`config.mk`:
```
export PLATFORM = sky130hd
export DESIGN_NAME = shift_reg_ctrl
export DESIGN_NICKNAME = d
export VERILOG_FILES = /design/src/rtl/shift_reg_ctrl.sv
export SDC_FILE = /design/constraint.sdc
export NUM_CORES = 1
export LEC_CHECK = 0
export CAP_MARGIN = 20
export CORE_AREA = 4 4 50 52
export CTS_BUF_LIST = sky130_fd_sc_hd__clkbuf_4 sky130_fd_sc_hd__clkbuf_8 sky130_fd_sc_hd__clkbuf_16
export DETAILED_ROUTE_END_ITERATION = 16
export DIE_AREA = 0 0 54 56
export HOLD_SLACK_MARGIN = 0.06
export PLACE_DENSITY = 0.72
export SLEW_MARGIN = 20
export SYNTH_ARGS = -nofsm -noshare
export SYNTH_HDL_FRONTEND = slang
export SYNTH_SLANG_ARGS = --single-unit
```
`constraint.sdc`:
```
create_clock -name clk -period 5.2 [get_ports clk]
set_input_delay 1.04 -clock clk [delete_from_list [all_inputs] [get_ports clk]]
set_output_delay 1.04 -clock clk [all_outputs]
set_load 0.02 [all_outputs]
```
`src/rtl/shift_reg_ctrl.sv`:
```
// Sequencing controller for an N-bit universal shift register: one parallel load, then N paced shifts.
// Build option: define SHIFT_REG_CTRL_ROTATE_EN to feed q back into shiftIn so the loaded word rotates.
module shift_reg_ctrl #(
    parameter int N   = 4,
    parameter int DIV = 1
) (
    input  logic         clk,
    input  logic         reset,
    input  logic         start,
    input  logic [N-1:0] data_in,
    input  logic         dir,
    input  logic         fill,
    input  logic         abort,
    input  logic [N-1:0] q,
    output logic         ready,
    output logic         busy,
    output logic         done,
    output logic [1:0]   s,
    output logic [N-1:0] a,
    output logic         shiftIn
);

    localparam int BIT_W = $clog2(N + 1);
    localparam int DIV_W = (DIV > 1) ? $clog2(DIV) : 1;
    localparam logic [BIT_W-1:0] LAST_BIT = BIT_W'(N - 1);
    localparam logic [DIV_W-1:0] DIV_LAST = DIV_W'(DIV - 1);
    localparam logic [BIT_W-1:0] BIT_ZERO = {BIT_W{1'b0}};
    localparam logic [DIV_W-1:0] DIV_ZERO = {DIV_W{1'b0}};

    localparam logic [1:0] CMD_HOLD  = 2'b00;
    localparam logic [1:0] CMD_LEFT  = 2'b01;
    localparam logic [1:0] CMD_RIGHT = 2'b10;
    localparam logic [1:0] CMD_LOAD  = 2'b11;

    typedef enum logic [1:0] {
        IDLE  = 2'b00,
        LOAD  = 2'b01,
        SHIFT = 2'b10,
        DONE  = 2'b11
    } stateT;

    function automatic logic parityOf(input logic [N-1:0] v);
        return ^v;
    endfunction

    stateT            stateR;
    stateT            stateNextS;
    logic [N-1:0]     data_r;
    logic [N-1:0]     dataNextS;
    logic             dir_r;
    logic             dirNextS;
    logic [BIT_W-1:0] bit_cnt;
    logic [BIT_W-1:0] bitCntNextS;
    logic [DIV_W-1:0] div_cnt;
    logic [DIV_W-1:0] divCntNextS;

    logic [1:0]       sNextS;
    logic             readyNextS;
    logic             busyNextS;
    logic             doneNextS;
    logic             unusedInS;

`ifndef SHIFT_REG_CTRL_ROTATE_EN
    logic             fill_r;
    logic             fillNextS;
    logic             shiftInR;
    logic             shiftInNextS;
`endif

    // Next-state and next-register computation; abort overrides every state.
    always_comb begin
        stateNextS  = stateR;
        dataNextS   = data_r;
        dirNextS    = dir_r;
        bitCntNextS = bit_cnt;
        divCntNextS = div_cnt;
`ifndef SHIFT_REG_CTRL_ROTATE_EN
        fillNextS   = fill_r;
`endif
        if (abort) begin
            stateNextS  = IDLE;
            bitCntNextS = BIT_ZERO;
            divCntNextS = DIV_ZERO;
        end else begin
            case (stateR)
                IDLE: begin
                    if (start) begin
                        stateNextS = LOAD;
                        dataNextS  = data_in;
                        dirNextS   = dir;
`ifndef SHIFT_REG_CTRL_ROTATE_EN
                        fillNextS  = fill;
`endif
                    end else begin
                        stateNextS = IDLE;
                    end
                end
                LOAD: begin
                    stateNextS  = SHIFT;
                    bitCntNextS = BIT_ZERO;
                    divCntNextS = DIV_LAST;
                end
                SHIFT: begin
                    // A zero pacing count marks a command cycle.
                    if (div_cnt == DIV_ZERO) begin
                        divCntNextS = DIV_LAST;
                        bitCntNextS = bit_cnt + BIT_W'(1);
                        if (bit_cnt == LAST_BIT) begin
                            stateNextS = DONE;
                        end else begin
                            stateNextS = SHIFT;
                        end
                    end else begin
                        divCntNextS = div_cnt - DIV_W'(1);
                    end
                end
                DONE: begin
                    stateNextS  = IDLE;
                    bitCntNextS = BIT_ZERO;
                    divCntNextS = DIV_ZERO;
                end
                default: begin
                    stateNextS  = IDLE;
                    bitCntNextS = BIT_ZERO;
                    divCntNextS = DIV_ZERO;
                end
            endcase
        end
    end

    // Output decode from the next register values so outputs can be flopped alongside the state.
    always_comb begin
        sNextS     = CMD_HOLD;
        readyNextS = 1'b0;
        busyNextS  = 1'b0;
        doneNextS  = 1'b0;
`ifndef SHIFT_REG_CTRL_ROTATE_EN
        shiftInNextS = 1'b0;
`endif
        case (stateNextS)
            IDLE: begin
                readyNextS = 1'b1;
            end
            LOAD: begin
                busyNextS = 1'b1;
                sNextS    = CMD_LOAD;
            end
            SHIFT: begin
                busyNextS = 1'b1;
`ifndef SHIFT_REG_CTRL_ROTATE_EN
                shiftInNextS = fillNextS;
`endif
                if (divCntNextS == DIV_ZERO) begin
                    sNextS = dirNextS ? CMD_RIGHT : CMD_LEFT;
                end else begin
                    sNextS = CMD_HOLD;
                end
            end
            DONE: begin
                busyNextS = 1'b1;
                doneNextS = 1'b1;
            end
            default: begin
                readyNextS = 1'b1;
            end
        endcase
    end

    // State, captured request and registered outputs.
    always_ff @(posedge clk or posedge reset) begin
        if (reset) begin
            stateR  <= IDLE;
            data_r  <= {N{1'b0}};
            dir_r   <= 1'b0;
            bit_cnt <= BIT_ZERO;
            div_cnt <= DIV_ZERO;
            s       <= CMD_HOLD;
            ready   <= 1'b1;
            busy    <= 1'b0;
            done    <= 1'b0;
`ifndef SHIFT_REG_CTRL_ROTATE_EN
            fill_r   <= 1'b0;
            shiftInR <= 1'b0;
`endif
        end else begin
            stateR  <= stateNextS;
            data_r  <= dataNextS;
            dir_r   <= dirNextS;
            bit_cnt <= bitCntNextS;
            div_cnt <= divCntNextS;
            s       <= sNextS;
            ready   <= readyNextS;
            busy    <= busyNextS;
            done    <= doneNextS;
`ifndef SHIFT_REG_CTRL_ROTATE_EN
            fill_r   <= fillNextS;
            shiftInR <= shiftInNextS;
`endif
        end
    end

    assign a = data_r;

`ifdef SHIFT_REG_CTRL_ROTATE_EN
    // The bit leaving the register is fed back in; it must track q live between commands.
    assign shiftIn   = (stateR == SHIFT) ? (dir_r ? q[0] : q[N-1]) : 1'b0;
    assign unusedInS = fill;
`else
    assign shiftIn   = shiftInR;
    assign unusedInS = parityOf(q);
`endif

endmodule

```
After elaboration in Yosys (flattened, before gate mapping)
Cells that the tools add are included.
{"block": "word_totals", "wordCells": 53, "in_bits": 14, "output_inout_bits": 10, "reg_bits": 18}
{"block": "op_classes", "bitwise_logic": 1, "n_mux": 24, "eq_ne": 8, "add_sub_neg": 2, "n_reduce_logical": 7}
{"operator": "$mux W1", "n": 14}
{"operator": "$eq A2 B2 Y1 const B", "n": 4}
{"operator": "$mux W2", "n": 4}
{"operator": "$pmux W2 S4", "n": 1}
{"operator": "$mux W3", "n": 2}
{"operator": "$pmux W3 S2", "n": 1}
{"operator": "$eq A2 B1 Y1 const B", "n": 2}
{"operator": "$logic_not A2 Y1", "n": 2}
{"operator": "$pmux W2 S2", "n": 1}
{"operator": "$add A3 B1 Y3 const B", "n": 1}
{"operator": "$eq A3 B2 Y1 const B", "n": 1}
{"operator": "$ne A3 B3 Y1 const B", "n": 1}
{"operator": "$reduce_and A3 Y1", "n": 1}
{"operator": "$reduce_bool A3 Y1", "n": 1}
{"operator": "$reduce_or A3 Y1", "n": 1}
{"operator": "$pmux W1 S2", "n": 1}
{"operator": "$reduce_and A2 Y1", "n": 1}
{"operator": "$reduce_or A2 Y1", "n": 1}
{"operator": "$not A1 Y1", "n": 1}
{"operator": "$sub A1 B1 Y1 const B", "n": 1}

Longest topological paths before layout
Gate-level depths: netlist (run 1).
{"block": "depth", "ltp_word": 8, "depth_mapped": 8, "depth_no_buf": 8}

Worst setup path after synthesis (run 1)
No wires, ideal clock.
{"block": "synth_path", "path_type": "input port to flip-flop", "from": "input port abort", "to": "register s[1]", "setup_time_ps": 129, "setup_slack_ps": 3255, "arrival_ps": 1816, "path_buffers": 1, "stages": 5, "required_time_ps": 5071, "path_cell_list": "buf_6 -> a21o_1 -> ha_1 -> o211ai_1 -> o21ai_0"}
{"block": "synth_between", "elab_chain_cells": 4, "word_cells_on_any_way": 8, "classes_between": "eq/ne (2); mux (6)"}
{"element": "start: declaration", "line": "13", "text": "input logic abort,"}
{"element": "$mux W1", "line": "80", "text": "if (abort) begin"}
{"element": "$mux W2", "line": "154", "text": "sNextS = dirNextS ? CMD_RIGHT : CMD_LEFT;"}
{"element": "$mux W2", "line": "153", "text": "if (divCntNextS == DIV_ZERO) begin"}
{"element": "$pmux W2 S2 (*)", "line": "140", "text": "case (stateNextS)"}
{"element": "net sNextS[1]", "line": "57", "text": "logic [1:0] sNextS;"}
{"element": "end signal: assignment", "line": "191", "text": "s <= sNextS;"}
{"element": "end: declaration", "line": "18", "text": "output logic [1:0] s,"}
The timed path passes the listed nets; every way through them passes the cells marked *.
A chain may end at the register's enable or synchronous reset.

Final worst setup path (run 1)
{"block": "layout_path", "from": "register ready", "to": "output port ready"}
{"element": "start: declaration", "line": "15", "text": "output logic ready,"}
{"element": "start signal: assignment", "line": "192", "text": "ready <= readyNextS;"}
No word-level cell between the ends.

==> flow_summary.rst, run 1 <==
.. list-table::
   :header-rows: 1

   * - Metric
     - Value
   * - Minimum clock period after layout
     - ~2.5 ns
   * - Top delay family on crit path
     - buffers and inverters
   * - Cell area after synthesis
     - approximately 900 um2
   * - DIE WIDTH
     - between 50 and 60 um
   * - Endpoint type of the worst setup path
     - primary output
   * - Sequential area share after synthesis
     - 0.4966
   * - Worst-case setup margin in the final layout
     - between 2 and 3 ns
   * - Total clock sinks
     - 18
   * - Type of the setup path with the least slack
     - reg2out
   * - DIE AREA
     - just over 3000 um2
   * - Mean routed wirelength per cell
     - around 13 um
   * - Highest fanout seen on the critical path
     - 1
   * - Commonest cells after routing, fill and taps aside
     - sky130_fd_sc_hd__clkdlybuf4s50_1, sky130_fd_sc_hd__dfrtp_1, sky130_fd_sc_hd__ha_1, sky130_fd_sc_hd__inv_1, sky130_fd_sc_hd__mux2_2
   * - Maximum vdd drop
     - ~180 uV
   * - Fin Hold WS
     - about 0.52 ns
   * - Final HPWL DP
     - about 1.2 mm
   * - Leakage power figure
     - between 0.5 and 0.6 nW
   * - Clock buffer depth
     - 2
   * - Number of nets at the end of the flow
     - between 100 and 150
   * - Net switching component of the power
     - roughly 93 uW
   * - Startpoint of the worst hold path
     - dir_r
   * - Power share of the clock group
     - 0.253
   * - DR pass1 iterations
     - 3
   * - Number of buffer and inverter stages on the critical path
     - 1
   * - Data arrival time of the worst path
     - 1.41 ns
   * - Yosys reg bits
     - 18
   * - Post-synthesis to final-layout area growth
     - 26.41%
   * - Drt total wl
     - between 1.5 and 2 mm
   * - Post-route met1 wirelength
     - 670 um
   * - Residual overflow from global routing
     - 0
   * - Setup violations, final
     - 0
   * - Placed Instances
     - 120
   * - Placeable core region
     - around 2100 um2
   * - Hold Path Stages
     - 2
   * - Via count of the first global-routing pass
     - between 600 and 700
   * - Required time of the critical path
     - around 4.2 ns
   * - Area contributors post-synth
     - sky130_fd_sc_hd__dfrtp_1, sky130_fd_sc_hd__ha_1, sky130_fd_sc_hd__mux2_2, sky130_fd_sc_hd__dfstp_2, sky130_fd_sc_hd__inv_1
   * - Clock latency of the later-clocked register in the worst-skew pair
     - 0.29 ns
   * - Clock skew after layout
     - about 0.0014 ns
   * - Post-CTS Hold Fix Bufs
     - 0
   * - WP depth
     - 1
   * - Initial standard-cell utilization of the core
     - 0.4320
   * - Average via count per standard cell
     - between 4 and 5
   * - Max Fclk
     - just over 400 MHz
   * - Run status
     - finished, final reports clean
   * - Fin. Hold Viols
     - 0
   * - Class of the most critical hold timing path
     - reg2reg
   * - Post-route DRC violation count
     - 0
   * - Number of maximum-capacitance violations
     - 0
   * - Share of total power in combinational logic
     - 0.256
   * - Number of port buffers
     - 19
   * - Share of final-layout standard cells stronger than drive strength 1
     - 0.1354
   * - Total nets after synthesis
     - ~100
   * - Largest stage delay, worst path
     - 0.59 ns
   * - Ant diodes
     - 0
   * - Crit path launch type
     - register
   * - Post-CTS Resized
     - 0
   * - Global Route Usage Sum
     - 0.1256
   * - Post-route antenna net violation count
     - 0
   * - Clk pin slew, worst setup/hold paths
     - about 0.10 ns
   * - Internal power
     - between 200 and 250 uW
   * - Top-Level Pins
     - 24
   * - Critical path's slowest cell
     - sky130_fd_sc_hd__clkdlybuf4s50_1
   * - Final std cells w/o fill
     - ~120
   * - H-tree lvl count
     - 1
   * - Part of the total power dissipated in sequential elements
     - 0.491
   * - CTS tree
     - built
   * - Final design area excluding fillers
     - roughly 1100 um2
   * - DR vias
     - 607
   * - Synthesized area per cell
     - 11.97 um2
   * - Share of total power consumed by net switching
     - 0.2753
   * - Count of pins over their slew limit
     - 0
   * - DP Worst Slack
     - between 2 and 3 ns
   * - Synth warn
     - 0
   * - Measured slew at the worst slew-check pin
     - 0.6493 ns
   * - Synth area leader
     - sky130_fd_sc_hd__dfrtp_1
   * - Source of the critical timing path
     - ready
   * - Largest net degree at the start of global routing
     - 19
   * - Met3 routed wirelength
     - ~73 um
   * - Max-slew headroom at the worst pin
     - 0.5666
   * - Root cell of the clock tree
     - sky130_fd_sc_hd__clkbuf_4
   * - Global-route wire length before repair
     - between 2 and 3 mm
   * - Distinct cell type count of the synthesized netlist
     - 24
   * - Core Rows
     - 17
   * - Period utilization
     - 0.4718
   * - Setup repair bufs after CTS
     - 0
   * - Final weighted congestion in routability-driven placement
     - approximately 0.70
   * - Cell count after synthesis
     - 76
   * - Launch instance of the worst register-to-register path
     - bit_cnt[0]
   * - Power density of the placed cells
     - ~290 nW/um2
   * - Final total power
     - between 300 and 400 uW
   * - Chain of cells forming the critical path
     - clkdlybuf4s50_1
   * - Number of antenna violations at the first check in global routing
     - 0
   * - Number of DRC violations after detailed-routing iteration 0
     - 6
   * - Final TNS setup
     - 0 ns
   * - Wire length on met2
     - around 840 um
   * - Area of placed instances
     - between 1000 and 1500 um2
   * - Worst reg-to-reg path cell count
     - 8
   * - Leading cell type in the layout, fill and taps excluded
     - sky130_fd_sc_hd__clkdlybuf4s50_1
   * - CTS buffer count
     - 3
   * - Area share of the largest cell type after synthesis
     - 0.4677
   * - Chip Height
     - ~56 um
   * - Final core area utilization
     - 0.5460
   * - Max layer used
     - met4
   * - Unrepaired setup endpoints after global routing
     - no
==> layer usage <==
layer,up-vias,track usage
met5,-,0
met4,0,0.04270
met3,3,0.02949
met2,11,0.1990
met1,302,0.1641
li1,291,-
==> sequential cells by signal (all words and copies together), names as in the netlist <==
register / flops
s: 2
stateR: 2
a: 4
div_cnt: 1
dir_r: 1
bit_cnt: 3
fill_r: 1
ready: 1
shiftIn: 1
busy: 1
done: 1
==> layout make-up <==
type	instances	area [um2]
clock buffers	4	36.28
fillers	179	955.9
inverters	7	26.28
multi-input cells	48	410.4
flip-flops and latches	18	451.7
well taps	28	35.03
repair buffers	19	190.2
==> cells in the mapped netlist <==
library cell / number
sky130_fd_sc_hd__nand3b_4: 1
sky130_fd_sc_hd__mux2_4: 1
sky130_fd_sc_hd__a21oi_1: 4
sky130_fd_sc_hd__nand3b_1: 1
sky130_fd_sc_hd__nor2_1: 2
sky130_fd_sc_hd__and2_4: 1
sky130_fd_sc_hd__inv_1: 7
sky130_fd_sc_hd__o211ai_1: 1
sky130_fd_sc_hd__o21ai_1: 1
sky130_fd_sc_hd__and3b_1: 1
sky130_fd_sc_hd__a21o_1: 1
sky130_fd_sc_hd__ha_1: 12
sky130_fd_sc_hd__dfrtp_1: 17
sky130_fd_sc_hd__buf_6: 1
sky130_fd_sc_hd__nor2b_1: 3
sky130_fd_sc_hd__nand2b_1: 1
sky130_fd_sc_hd__nor3b_1: 2
sky130_fd_sc_hd__mux2_2: 5
sky130_fd_sc_hd__o21ai_0: 4
sky130_fd_sc_hd__nand3_1: 3
sky130_fd_sc_hd__buf_2: 2
sky130_fd_sc_hd__nand2_1: 3
sky130_fd_sc_hd__dfstp_2: 1
sky130_fd_sc_hd__mux2i_1: 1
==> cell families (layout without fill, tap and decap cells) <==
| family | after synthesis | after routing | share of synthesized area |
|---|---|---|---|
| flip-flops | 18 | 18 | 0.4966 |
| AND/OR/NAND/NOR | 18 | 18 | 0.1307 |
| adder cells (fa/ha/maj) | 12 | 12 | 0.1651 |
| AO/OA/AOI/OAI | 11 | 11 | 0.06603 |
| buffers and inverters | 10 | 30 | 0.05227 |
| multiplexers | 7 | 7 | 0.08940 |
==> path summary, 6_finish.rpt <==
path | endpoint | slack (ns)
max | ready | 2.75
min | dir_r | 0.52
max reg2reg | s[1] | 3.26
min reg2reg | dir_r | 0.52
max in group asynchronous | bit_cnt[2] | 3.65
min in group asynchronous | shiftIn | 1.14
==> power by group through the flow <==
stage	Sequential (mW)	Clock (mW)	Combinational [mW]
4_1_cts	0.166	0.0869	0.0878
2_1_floorplan	0.182	0	0.0350
5_1_grt	0.168	0.0937	0.0947
3_3_place_gp	0.167	0	0.0848
3_5_place_dp	0.168	0	0.0868
6_report	0.165	0.0851	0.0862
No activity file was read; power rests on OpenSTA's default activity.
==> run 2: changes to the inputs <==
- CORE_AREA: 4 4 50 52 -> 4 4 52 54
- DIE_AREA: 0 0 54 56 -> 0 0 56 58
- PLACE_DENSITY: 0.72 -> 0.7
- clock period: 5.2 -> 2.1 ns (I/O delays scaled with it)
==> run 2 against run 1 <==
  * Power increased by 150%
  * Combinational power up 150%
  * Worst hold slack got worse by 0.0071 ns
  * Largest power group unchanged
  * Clock power rose to 2.5 times the previous value
  * Clock-buffer cell count did not move
  * Via count is 1.8% lower
  * Critical path depth is 7 higher
  * Utilization is 1.9 points lower
  * Sequential share of layout area fell by 0.51 points
==> flow_summary.rst, run 2 (same netlist as run 1, synthesis figures left out) <==
.. list-table::
   :header-rows: 1

   * - Metric
     - Value
   * - Run status
     - finished, final reports clean (unchanged)
   * - Drt total wl
     - 1.568 mm (was 1.596 mm)
   * - Largest register FFs
     - 4 (unchanged)
   * - Final core area utilization
     - 0.5266 (was 0.5460)
   * - Share of total power consumed by net switching
     - 0.2753 (about the same)
   * - Data arrival time of the worst path
     - 2.13 ns (was 1.41 ns)
   * - Hold EP
     - fill_r (was dir_r)
   * - Worst reg-to-reg path cell count
     - 8 (unchanged)
   * - Leakage power figure
     - 0.5619 nW (was 0.5518 nW)
   * - Net switching component of the power
     - 230.4 uW (was 92.73 uW)
   * - Number of port buffers
     - 19 (unchanged)
   * - DR pass1 iterations
     - 3 (unchanged)
   * - Final design area excluding fillers
     - 1165 um2 (was 1150 um2)
   * - Mean routed wirelength per cell
     - 12.44 um (was 12.87 um)
   * - DP Worst Slack
     - 0.1647 ns (was 2.594 ns)
   * - Ant diodes
     - 0 (unchanged)
   * - Leading cell type in the layout, fill and taps excluded
     - sky130_fd_sc_hd__clkdlybuf4s50_1 (unchanged)
   * - Final HPWL DP
     - 1.210 mm (was 1.217 mm)
   * - Clk pin slew, worst setup/hold paths
     - 0.10 ns (about the same)
   * - DR vias
     - 596 (was 607)
   * - Largest net degree at the start of global routing
     - 19 (unchanged)
   * - Power share of the clock group
     - 0.257 (was 0.253)
   * - Post-CTS Resized
     - 0 (unchanged)
   * - Final TNS setup
     - 0 ns (unchanged)
   * - Startpoint of the worst hold path
     - fill_r (was dir_r)
   * - Launch instance of the worst register-to-register path
     - bit_cnt[0] (unchanged)
   * - Part of the total power dissipated in sequential elements
     - 0.486 (was 0.491)
   * - Hold Path Stages
     - 1 (was 2)
   * - Initial standard-cell utilization of the core
     - 0.4112 (was 0.4320)
   * - Maximum vdd drop
     - 474.1 uV (was 177.6 uV)
   * - Total clock sinks
     - 18 (unchanged)
   * - Clock buffer depth
     - 2 (unchanged)
   * - Crit path launch type
     - register (unchanged)
   * - Period utilization
     - 0.9326
   * - Post-route DRC violation count
     - 0 (unchanged)
   * - Highest fanout seen on the critical path
     - 4 (was 1)
   * - Worst-case setup margin in the final layout
     - 0.1416 ns (was 2.747 ns)
   * - Chip Height
     - 58 um (was 56 um)
   * - Placeable core region
     - 2212 um2 (was 2106 um2)
   * - Number of DRC violations after detailed-routing iteration 0
     - 8 (was 6)
   * - Class of the most critical hold timing path
     - reg2reg (unchanged)
   * - Residual overflow from global routing
     - 0 (unchanged)
   * - Fin. Hold Viols
     - 0 (unchanged)
   * - Internal power
     - 606.5 uW (was 244.1 uW)
   * - Setup repair bufs after CTS
     - 0 (unchanged)
   * - Number of maximum-capacitance violations
     - 0 (unchanged)
   * - Max-slew headroom at the worst pin
     - 0.5536 (was 0.5666)
   * - Endpoint type of the worst setup path
     - register (was primary output)
   * - Minimum clock period after layout
     - around 2 ns
   * - Global Route Usage Sum
     - 0.1062 (was 0.1256)
   * - CTS buffer count
     - 3 (unchanged)
   * - DIE WIDTH
     - 56 um (was 54 um)
   * - Average via count per standard cell
     - 4.730 (was 4.895)
   * - CTS tree
     - built (unchanged)
   * - Count of pins over their slew limit
     - 0 (unchanged)
   * - Measured slew at the worst slew-check pin
     - 0.6688 ns (was 0.6493 ns)
   * - Power density of the placed cells
     - 718.5 nW/um2 (was 292.9 nW/um2)
   * - Unrepaired setup endpoints after global routing
     - no (unchanged)
   * - Clock skew after layout
     - 0.007348 ns (was 0.001399 ns)
   * - Core Rows
     - 17 (unchanged)
   * - Final weighted congestion in routability-driven placement
     - 0.7332 (was 0.6985)
   * - Post-route antenna net violation count
     - 0 (unchanged)
   * - Via count of the first global-routing pass
     - 643 (was 649)
   * - Share of final-layout standard cells stronger than drive strength 1
     - 0.1531 (was 0.1354)
   * - Share of total power in combinational logic
     - 0.256 (about the same)
   * - Root cell of the clock tree
     - sky130_fd_sc_hd__clkbuf_4 (unchanged)
   * - Post-CTS Hold Fix Bufs
     - 0 (unchanged)
   * - Post-synthesis to final-layout area growth
     - 28.06% (was 26.41%)
   * - Setup violations, final
     - 0 (unchanged)
   * - Number of antenna violations at the first check in global routing
     - 0 (unchanged)
   * - Global-route wire length before repair
     - 2.691 mm (was 2.849 mm)
   * - DIE AREA
     - 3248 um2 (was 3024 um2)
   * - H-tree lvl count
     - 1 (unchanged)
   * - Max Fclk
     - slightly above 500 MHz
   * - Area of placed instances
     - 1129 um2 (was 1114 um2)
   * - Final-layout fill cell count
     - 203 (was 179)
   * - Top-Level Pins
     - 24 (unchanged)
   * - Commonest cells after routing, fill and taps aside
     - sky130_fd_sc_hd__clkdlybuf4s50_1, sky130_fd_sc_hd__dfrtp_1, sky130_fd_sc_hd__ha_1, sky130_fd_sc_hd__inv_1, sky130_fd_sc_hd__mux2_2 (unchanged)
   * - Terminus of the critical flop-to-flop path
     - s[1] (unchanged)
   * - Number of nets at the end of the flow
     - 125 (was 123)
   * - Clock latency of the later-clocked register in the worst-skew pair
     - 0.29 ns (about the same)
   * - Required time of the critical path
     - 2.28 ns (was 4.16 ns)
   * - Type of the setup path with the least slack
     - reg2reg (was reg2out)
   * - Setup slack of the most critical reg-to-reg path
     - 0.14 ns (was 3.26 ns)
## run 2: changes by cell type in the layout (fill, tap and decap cells not counted)
| cell | delta |
|---|---|
| sky130_fd_sc_hd__buf_4 | +2 |
## run 2: area by class of cell
class | count | area [um2] | share of cell area
timing repair buffer | 21 | 205.2 | 0.1762
clock buffer | 4 | 36.28 | 0.03115
sequential | 18 | 451.7 | 0.3878
tap | 28 | 35.03 | 0.03008
multi-input combinational | 48 | 410.4 | 0.3523
inverter | 7 | 26.28 | 0.02256
## run 2: per-layer routing
metal | track usage | wire, um
met2 | 0.1853 | 808
met5 | 0 | 0
met3 | 0.04009 | 70
met4 | 0.04068 | 14
met1 | 0.1176 | 674
## run 2: how the worst max path moves through the flow
stage          cells past startpoint  slack, ns   end        from
2_1_floorplan                      8       0.31  s[1]  bit_cnt[0]
3_3_place_gp                       8       0.18  s[1]  bit_cnt[0]
3_5_place_dp                       8       0.16  s[1]  bit_cnt[0]
4_1_cts                            8       0.14  s[1]  bit_cnt[0]
5_1_grt                            8       0.04  s[1]  bit_cnt[0]
6_report                           8       0.14  s[1]  bit_cnt[0]
## run 2: critical path, cell delays in order, from the launching register on
cell and delay (ns):
sky130_fd_sc_hd__dfrtp_1 0.42, sky130_fd_sc_hd__ha_1 0.22, sky130_fd_sc_hd__ha_1 0.18, sky130_fd_sc_hd__mux2_2 0.26, sky130_fd_sc_hd__nand3b_1 0.10, sky130_fd_sc_hd__a21o_1 0.18
sky130_fd_sc_hd__ha_1 0.26, sky130_fd_sc_hd__o211ai_1 0.13, sky130_fd_sc_hd__o21ai_0 0.10
## run 2: metrics by stage
step                std cells  power [mW]  hold slack, ns
finish                    126      0.8370          0.5103
global route              126      0.8833          0.5360
CTS                       126      0.8500          0.5173
detailed placement        122      0.6331          0.4919
global placement          122      0.6270          0.4808
floorplan                  76      0.5362          0.3578
## run 2: power by group through the flow
stage	Clock [mW]	Combinational, mW	Sequential [mW]
floorplan	0	0.0867	0.449
global placement	0	0.214	0.413
detailed placement	0	0.218	0.415
CTS	0.223	0.219	0.408
global route	0.236	0.233	0.414
finish	0.215	0.214	0.407
